--- src/rtl/adder_rr_scheduler.sv ---
// Round-robin time-sharing of one external WIDTH-bit adder among NREQ requesters (optional ADDER_RR_SCHEDULER_SAT_EN saturates rsp_sum on carry).
// Latency: request accepted in cycle T returns rsp_valid in cycle T+2; one operation per 3 cycles at best.
// Backpressure: rsp_ready low holds the response and all rsp_*/add_* stable; no new request is accepted until the handshake completes.
module adder_rr_scheduler #(
    parameter int NREQ  = 4,
    parameter int WIDTH = 8,
    parameter int IDW   = $clog2(NREQ)
) (
    input  logic                  clk,
    input  logic                  rst,
    input  logic [NREQ-1:0]       req_valid,
    output logic [NREQ-1:0]       req_ready,
    input  logic [NREQ*WIDTH-1:0] req_a,
    input  logic [NREQ*WIDTH-1:0] req_b,
    output logic [WIDTH-1:0]      add_a,
    output logic [WIDTH-1:0]      add_b,
    input  logic [WIDTH:0]        add_sum,
    output logic                  rsp_valid,
    input  logic                  rsp_ready,
    output logic [IDW-1:0]        rsp_id,
    output logic [WIDTH-1:0]      rsp_sum,
    output logic                  rsp_carry
);

    typedef enum logic [1:0] {IDLE, EXEC, RESP} state_t;

    localparam logic [IDW:0]   NREQ_W = NREQ[IDW:0];
    localparam logic [IDW-1:0] LAST   = IDW'(NREQ - 1);

    state_t           state_q, state_d;
    logic [IDW-1:0]   rr_ptr;
    logic             grant_vld;
    logic [IDW-1:0]   grant_idx;
    logic [IDW:0]     idx_sum;
    logic [NREQ-1:0]  grant_onehot;
    logic [WIDTH-1:0] op_a, op_b;
    logic [WIDTH-1:0] sum_d;

    // Search rr_ptr, rr_ptr+1, ... modulo NREQ for the first valid requester.
    always_comb begin
        grant_vld = 1'b0;
        grant_idx = '0;
        idx_sum   = '0;
        for (int k = 0; k < NREQ; k++) begin
            idx_sum = {1'b0, rr_ptr} + (IDW+1)'(k);
            if (idx_sum >= NREQ_W) begin
                idx_sum = idx_sum - NREQ_W;
            end
            if (!grant_vld && req_valid[idx_sum[IDW-1:0]]) begin
                grant_vld = 1'b1;
                grant_idx = idx_sum[IDW-1:0];
            end
        end
    end

    always_comb begin
        grant_onehot = '0;
        op_a         = '0;
        op_b         = '0;
        for (int i = 0; i < NREQ; i++) begin
            if (grant_idx == IDW'(i)) begin
                grant_onehot[i] = 1'b1;
                op_a            = req_a[i*WIDTH +: WIDTH];
                op_b            = req_b[i*WIDTH +: WIDTH];
            end
        end
    end

    assign req_ready = (state_q == IDLE && grant_vld && !rst) ? grant_onehot : '0;

`ifdef ADDER_RR_SCHEDULER_SAT_EN
    assign sum_d = add_sum[WIDTH] ? {WIDTH{1'b1}} : add_sum[WIDTH-1:0];
`else
    assign sum_d = add_sum[WIDTH-1:0];
`endif

    always_comb begin
        state_d = state_q;
        case (state_q)
            IDLE:    if (grant_vld) state_d = EXEC;
            EXEC:    state_d = RESP;
            RESP:    if (rsp_ready) state_d = IDLE;
            default: state_d = IDLE;
        endcase
    end

    always_ff @(posedge clk) begin
        if (rst) begin
            state_q <= IDLE;
        end else begin
            state_q <= state_d;
        end
    end

    always_ff @(posedge clk) begin
        if (rst) begin
            rr_ptr    <= '0;
            add_a     <= '0;
            add_b     <= '0;
            rsp_valid <= 1'b0;
            rsp_id    <= '0;
            rsp_sum   <= '0;
            rsp_carry <= 1'b0;
        end else begin
            case (state_q)
                IDLE: begin
                    if (grant_vld) begin
                        add_a  <= op_a;
                        add_b  <= op_b;
                        rsp_id <= grant_idx;
                        rr_ptr <= (grant_idx == LAST) ? '0 : grant_idx + 1'b1;
                    end
                end
                EXEC: begin
                    rsp_sum   <= sum_d;
                    rsp_carry <= add_sum[WIDTH];
                    rsp_valid <= 1'b1;
                end
                RESP: begin
                    if (rsp_ready) begin
                        rsp_valid <= 1'b0;
                    end
                end
                default: ;
            endcase
        end
    end

endmodule

--- config.mk ---
export PLATFORM = sky130hd
export DESIGN_NAME = adder_rr_scheduler
export DESIGN_NICKNAME = d
export VERILOG_FILES = /design/src/rtl/adder_rr_scheduler.sv
export SDC_FILE = /design/constraint.sdc
export NUM_CORES = 1
export LEC_CHECK = 0
export ABC_AREA = 1
export BUFFER_PORTS_ARGS = -buffer_cell sky130_fd_sc_hd__buf_2
export CORE_ASPECT_RATIO = 1.2
export CORE_MARGIN = 5
export CORE_UTILIZATION = 37
export DETAILED_ROUTE_END_ITERATION = 8
export GPL_TIMING_DRIVEN = 0
export PLACE_DENSITY = 0.68
export REMOVE_ABC_BUFFERS = 1
export SYNTH_ARGS = -nofsm -noshare
export SYNTH_HDL_FRONTEND = slang
export SYNTH_SLANG_ARGS = --single-unit
--- constraint.sdc ---
create_clock -name clk -period 2.7 [get_ports clk]
set_input_delay 0.54 -clock clk [delete_from_list [all_inputs] [get_ports clk]]
set_output_delay 0.54 -clock clk [all_outputs]
set_load 0.05 [all_outputs]
# Word-level counts from Yosys, hierarchy flattened
# Cells that the tools add are included.
[totals]
reg_bits = 32
memories = 0
ram_bits = 0
input_bits = 80
rom_bits = 0
latchBits = 0
word_cells = 85
[op_classes]
bitwise_logic = 0
shift = 0
n_addsub = 8
n_div = 0
n_eq_ne = 7
mul = 0
n_lt_le_gt_ge = 8
n_mux = 39
reduce_logical = 15
[op_table]
columns = ["op", "count"]
rows = [
  ["$mux 8", 8],
  ["$mux 2", 11],
  ["$mux 1", 13],
  ["$lt 2x3->1 const B", 4],
  ["$ge 3x3->1 const B", 3],
  ["$bmux 1 s2", 4],
  ["$sub 2x1->2 const B", 4],
  ["$add 2x2->3 const B", 2],
  ["$eq 2x2->1 const B", 3],
  ["$pmux 2 s3", 1],
  ["$reduce_and 2->1", 3],
  ["$logic_and 1x1->1", 5],
  ["$eq 2x1->1 const B", 2],
  ["$logic_not 1->1", 4],
  ["$logic_not 2->1", 2],
  ["$mux 4", 1],
  ["$ne 2x2->1 const B", 2],
  ["$add 2x1->3 const B", 1],
  ["$ge 2x3->1 const B", 1],
  ["$add 2x1->2 const B", 1],
  ["$pmux 1 s2", 1],
  ["$reduce_bool 2->1", 1],
]

# Logic depth before layout (Yosys ltp)
[logic_depth]
ltp_word = 19
depth_mapped = 22

# Worst setup path after synthesis
# No wires, ideal clock.
[synth_path]
kind = "input-to-output"
start = "input req_valid[3]"
end = "output req_ready[2]"
n_path_buf = 2
setup_slack_ns = -0.455
t_arrival_ns = 2.615
path_stages = 14
cell_sequence = "inv_1 > nand2_2 > nand3_1 > nand2_2 > nor2_4 > nand3_1 > nand3_1 > nand2_1 > inv_1 > ha_1 > clkbuf_1 > inv_1 > clkbuf_1 > nor2_1"
[synth_between]
elab_chain_cells = 15
word_cells_on_any_way = 27
cone_classes = "eq/ne (1); mux (18); reduce/logical (8)"
[synth_rtl]
columns = ["element", "line", "rtl"]
rows = [
  ["start, declared", "11", "input logic [NREQ-1:0] req_valid,"],
  ["$bmux 1 s2", "49", "if (!grant_vld && req_valid[idx_sum[IDW-1:0]]) begin"],
  ["$mux 1 (not written as such)", "49", ""],
  ["$mux 1", "49", ""],
  ["$logic_not 1->1", "49", ""],
  ["$logic_and 1x1->1", "49", ""],
  ["$mux 1", "49", ""],
  ["$logic_not 1->1", "49", ""],
  ["$logic_and 1x1->1", "49", ""],
  ["$mux 1", "49", ""],
  ["$logic_not 1->1", "49", ""],
  ["$logic_and 1x1->1", "49", ""],
  ["$mux 2 (*)", "49", ""],
  ["named net grant_idx[1]", "33", "logic [IDW-1:0] grant_idx;"],
  ["$eq 2x2->1 (*)", "61", "if (grant_idx == IDW'(i)) begin"],
  ["$mux 1 (*)", "61", ""],
  ["$mux 4 (*)", "69", "assign req_ready = (state_q == IDLE && grant_vld && !rst) ? grant_onehot : '0;"],
  ["end, declared", "12", "output logic [NREQ-1:0] req_ready,"],
]
# Mark *: on every way through the listed nets, which the timed path passes. The rest lies on a longest branch. The select of a mux whose other input is x is not followed.

# Worst setup path after layout
[layout_path]
start = "register rr_ptr[0]"
end = "output req_ready[2]"
[layout_between]
elab_chain_cells = 17
word_cells_on_any_way = 42
cone_classes = "add/sub (7); order compare (4); eq/ne (1); mux (22); reduce/logical (8)"
[layout_rtl]
columns = ["element", "line", "rtl"]
rows = [
  ["start, declared", "31", "logic [IDW-1:0] rr_ptr;"],
  ["start signal, assigned", "111", "rr_ptr <= (grant_idx == LAST) ? '0 : grant_idx + 1'b1;"],
  ["branches (longest 13 deep; another with $add 2x1->3)", "n/a", ""],
  ["$mux 2 (*)", "49", ""],
  ["named net grant_idx[1]", "33", ""],
  ["$eq 2x2->1 (*)", "61", ""],
  ["$mux 1 (*)", "61", ""],
  ["$mux 4 (*)", "69", ""],
]
# Mark *: on every way through the listed nets, which the timed path passes. The select of a mux whose other input is x is not followed.

==> results.py <==
metrics = {
    "status": {
        "status": "finished, final reports clean",
    },
    "synth": {
        "yosysTopAreaCellShare_pct": 31.7,
        "ys_types": 26,
        "synthMostInstantiatedCell": "nand2_1",
        "synth_largest_area_cell": "dfxtp_1",
        "synth_area_leaders": "dfxtp_1 32%, nand2_1 16%, o21ai_0 15%",
        "synthCells": 325,
        "ys_ff_latch": 32,
        "syn_area_per_cell_um2": 6.22,
        "yosysWarnings": 0,
        "synth-edff-count": 0,
        "ys.flop_type": "dfxtp_1",
        "async_reset_ff_share_pct": 0,
        "seq_area_frac_synth_pct": 31.7,
        "syn_area_um2": 2020,
        "synth_commonest_cells": "86 x nand2_1, 60 x o21ai_0, 46 x nor2_1",
    },
    "timing": {
        "fin_crit_sh_pct": 97.6,
        "fin_hold_ws_ps": 458,
        "fin_tns_setup_ps": 0,
        "period_needed_ps": 2640,
        "setup_viol": 0,
        "finalHoldViolCount": 0,
        "fmax_mhz": 379,
        "rsz0062_at_grt": "yes",
        "final_max_slew_viol_count": 0,
        "skew_ps": 2.27,
        "max_slew.worst_pin.slew_ps": 836,
        "setup_slack_ps": 63.5,
        "slew_headroom_pct": 44.2,
    },
    "setup_path": {
        "cp-start-kind": "flip-flop",
        "cp.arrival_ps": 2100,
        "required_ps": 2160,
        "worstSetupEndpointType": "primary output",
        "path_class": "flip-flop to primary output",
        "cp_max_fo": 7,
    },
    "grt": {
        "grt_pass1_vias": 2195,
        "track_usage_pct": 17.0,
        "grt_pass1_wl_mm": 9.98,
        "antenna_found_initial": 0,
        "grt_max_degree": 30,
        "grt_overflow": 0,
    },
    "detailed_routing": {
        "via_count": 2354,
        "vias_per_cell": 4.71,
        "drt_wl_total_mm": 6.13,
        "first_iter_violations": 95,
        "avgRoutedWirePerCell_um": 12.3,
        "dr.pass1.iters": 4,
        "drtAntennaViolNets": 0,
        "drc_errors": 0,
    },
    "power": {
        "power_density_nw_per_um2": 1600,
        "p_sw_mw": 2.58,
        "pwr-share-clk_pct": 10.6,
        "ir_worst_vdd_uv": 810,
        "total_power_mw": 4.74,
        "seqPwrFrac_pct": 16.1,
        "swShare_pct": 54.5,
        "p_int_mw": 2.16,
        "combinationalPowerShare_pct": 73.3,
        "p_leak_nw": 1.52,
    },
    "cells_and_area": {
        "final_util_pct": 55.9,
        "drive_above_1_share_pct": 42.7,
        "stdcell_count": 500,
        "syn_to_final_growth_pct": 46.5,
        "postLayoutCellArea_um2": 2960,
        "nFillCells": 530,
        "n_antenna_cell": 0,
        "nNetsFinal": 521,
    },
    "clock_tree": {
        "clk_latency_ps": 280,
        "cts-buffers-inserted": 5,
        "htreeDepth": 2,
        "cts_sinks": 32,
        "holdBufCountCts": 0,
        "root_buffer": "clkbuf_8",
        "cts_tree": "yes",
        "cts.clk_slew.worst_paths_ps": 60,
        "cts_buffer_depth": 2,
    },
    "floorplan": {
        "die_area_um2": 7050,
        "core_um2": 5300,
        "chipHeight_um": 91.0,
        "ios": 112,
        "rows": 29,
        "initial_core_util_pct": 38.2,
        "fp.dieW_um": 77.5,
    },
    "place": {
        "port_buffers": 111,
        "pre_cts_ws_ps": -1010,
        "dpl-instance-area_um2": 2550,
        "dp.cells": 480,
        "dp_hpwl_mm": 4.31,
        "gp_congestion": 0.872,
    },
    "job": {
        "cap_viol_max_count": 0,
    },
    "min_path": {
        "hold_class": "input port to flip-flop",
    },
}
-- placed cells by master, fill, tap and decap left out, types with 2 or more instances in the layout --
master	Yosys	final
buf_2	2	107
nor2_4	1	2
clkbuf_8	0	7
inv_2	2	2
nor2_2	16	20
inv_4	1	3
nand3_2	1	3
o21ai_0	60	59
a21oi_1	18	18
nor2_1	46	41
nand2_1	86	79
buf_6	4	6
ha_4	0	3
nand2_4	1	4
inv_1	18	14
nand3_1	7	4
nand2_2	9	12
buf_4	1	8
dfxtp_1	32	30
-- routing by layer --
metal,routed length (µm),up-vias,GRT usage (%)
met5,0,-,0
met4,57,0,3.87
met3,467,5,5.35
met2,2930,86,28.7
met1,2670,1003,21.0
li1,-,1260,-
-- layout make-up --
type,instances,area (µm²),share of cell area (%)
Sequential cell,32,646,21.8
Clock buffer,7,96.3,3.25
Timing Repair inverter,1,6.26,0.211
Clock inverter,1,30.0,1.01
Multi-Input combinational cell,253,1320,44.4
Tap cell,62,77.6,2.62
Inverter,22,109,3.67
Timing Repair Buffer,122,683,23.1
-- path summary, 6_finish.rpt --
kind	depth (start not counted)	startpoint	slack (ps)	end
setup / recovery	14	rr_ptr[0]	60	req_ready[2]
hold / removal	2	rst	460	rsp_id[0]
setup reg to reg	18	rr_ptr[0]	240	add_a[3]
hold reg to reg	2	rsp_id[0]	470	rsp_id[0]
-- power by group through the flow --
stage	combinational (mW)	sequential (mW)	clock (mW)
2_1_floorplan	1.74	1.25	0
3_3_place_gp	2.86	0.763	0
3_5_place_dp	2.89	0.767	0
4_1_cts	3.31	0.766	0.513
5_1_grt	3.90	0.787	0.537
6_report	3.48	0.764	0.501
-- state kept, by name, indices dropped and copies added, names as in the netlist --
signal	cells
add_a	8
add_b	8
rr_ptr	2
rsp_carry	1
rsp_id	2
rsp_sum	8
rsp_valid	1
state_q	2
-- what timing repair did --
| item | in CTS | in global routing |
|---|---|---|
| gates resized for setup | 24 | 30 |
| pin swaps | 1 | 12 |
| cloned | 1 | 0 |
| setup buffers | 7 | 4 |
| endpoints found under the setup margin | 20 | 20 |
-- critical path, stage by stage (launching register included) --
cell and delay [ps]:
dfxtp_4 390, buf_6 140, nand2_2 50, nand2_2 70
nand2_2 70, nand2_2 70, nor2_4 170, nand3_2 90
nand3_2 100, nand2_4 80, inv_4 90, ha_4 150
clkinvlp_4 90, nor2_2 90, buf_6 170
-- kinds of logic after synthesis --
kind of cell	Yosys count	share of synthesized area [%]
fa+ha+maj	4	2.48
simple gates	169	36.3
flops	32	31.7
buf+inv	40	9.41
compound gates	80	20.2
No activity file was read; power rests on OpenSTA's default activity.
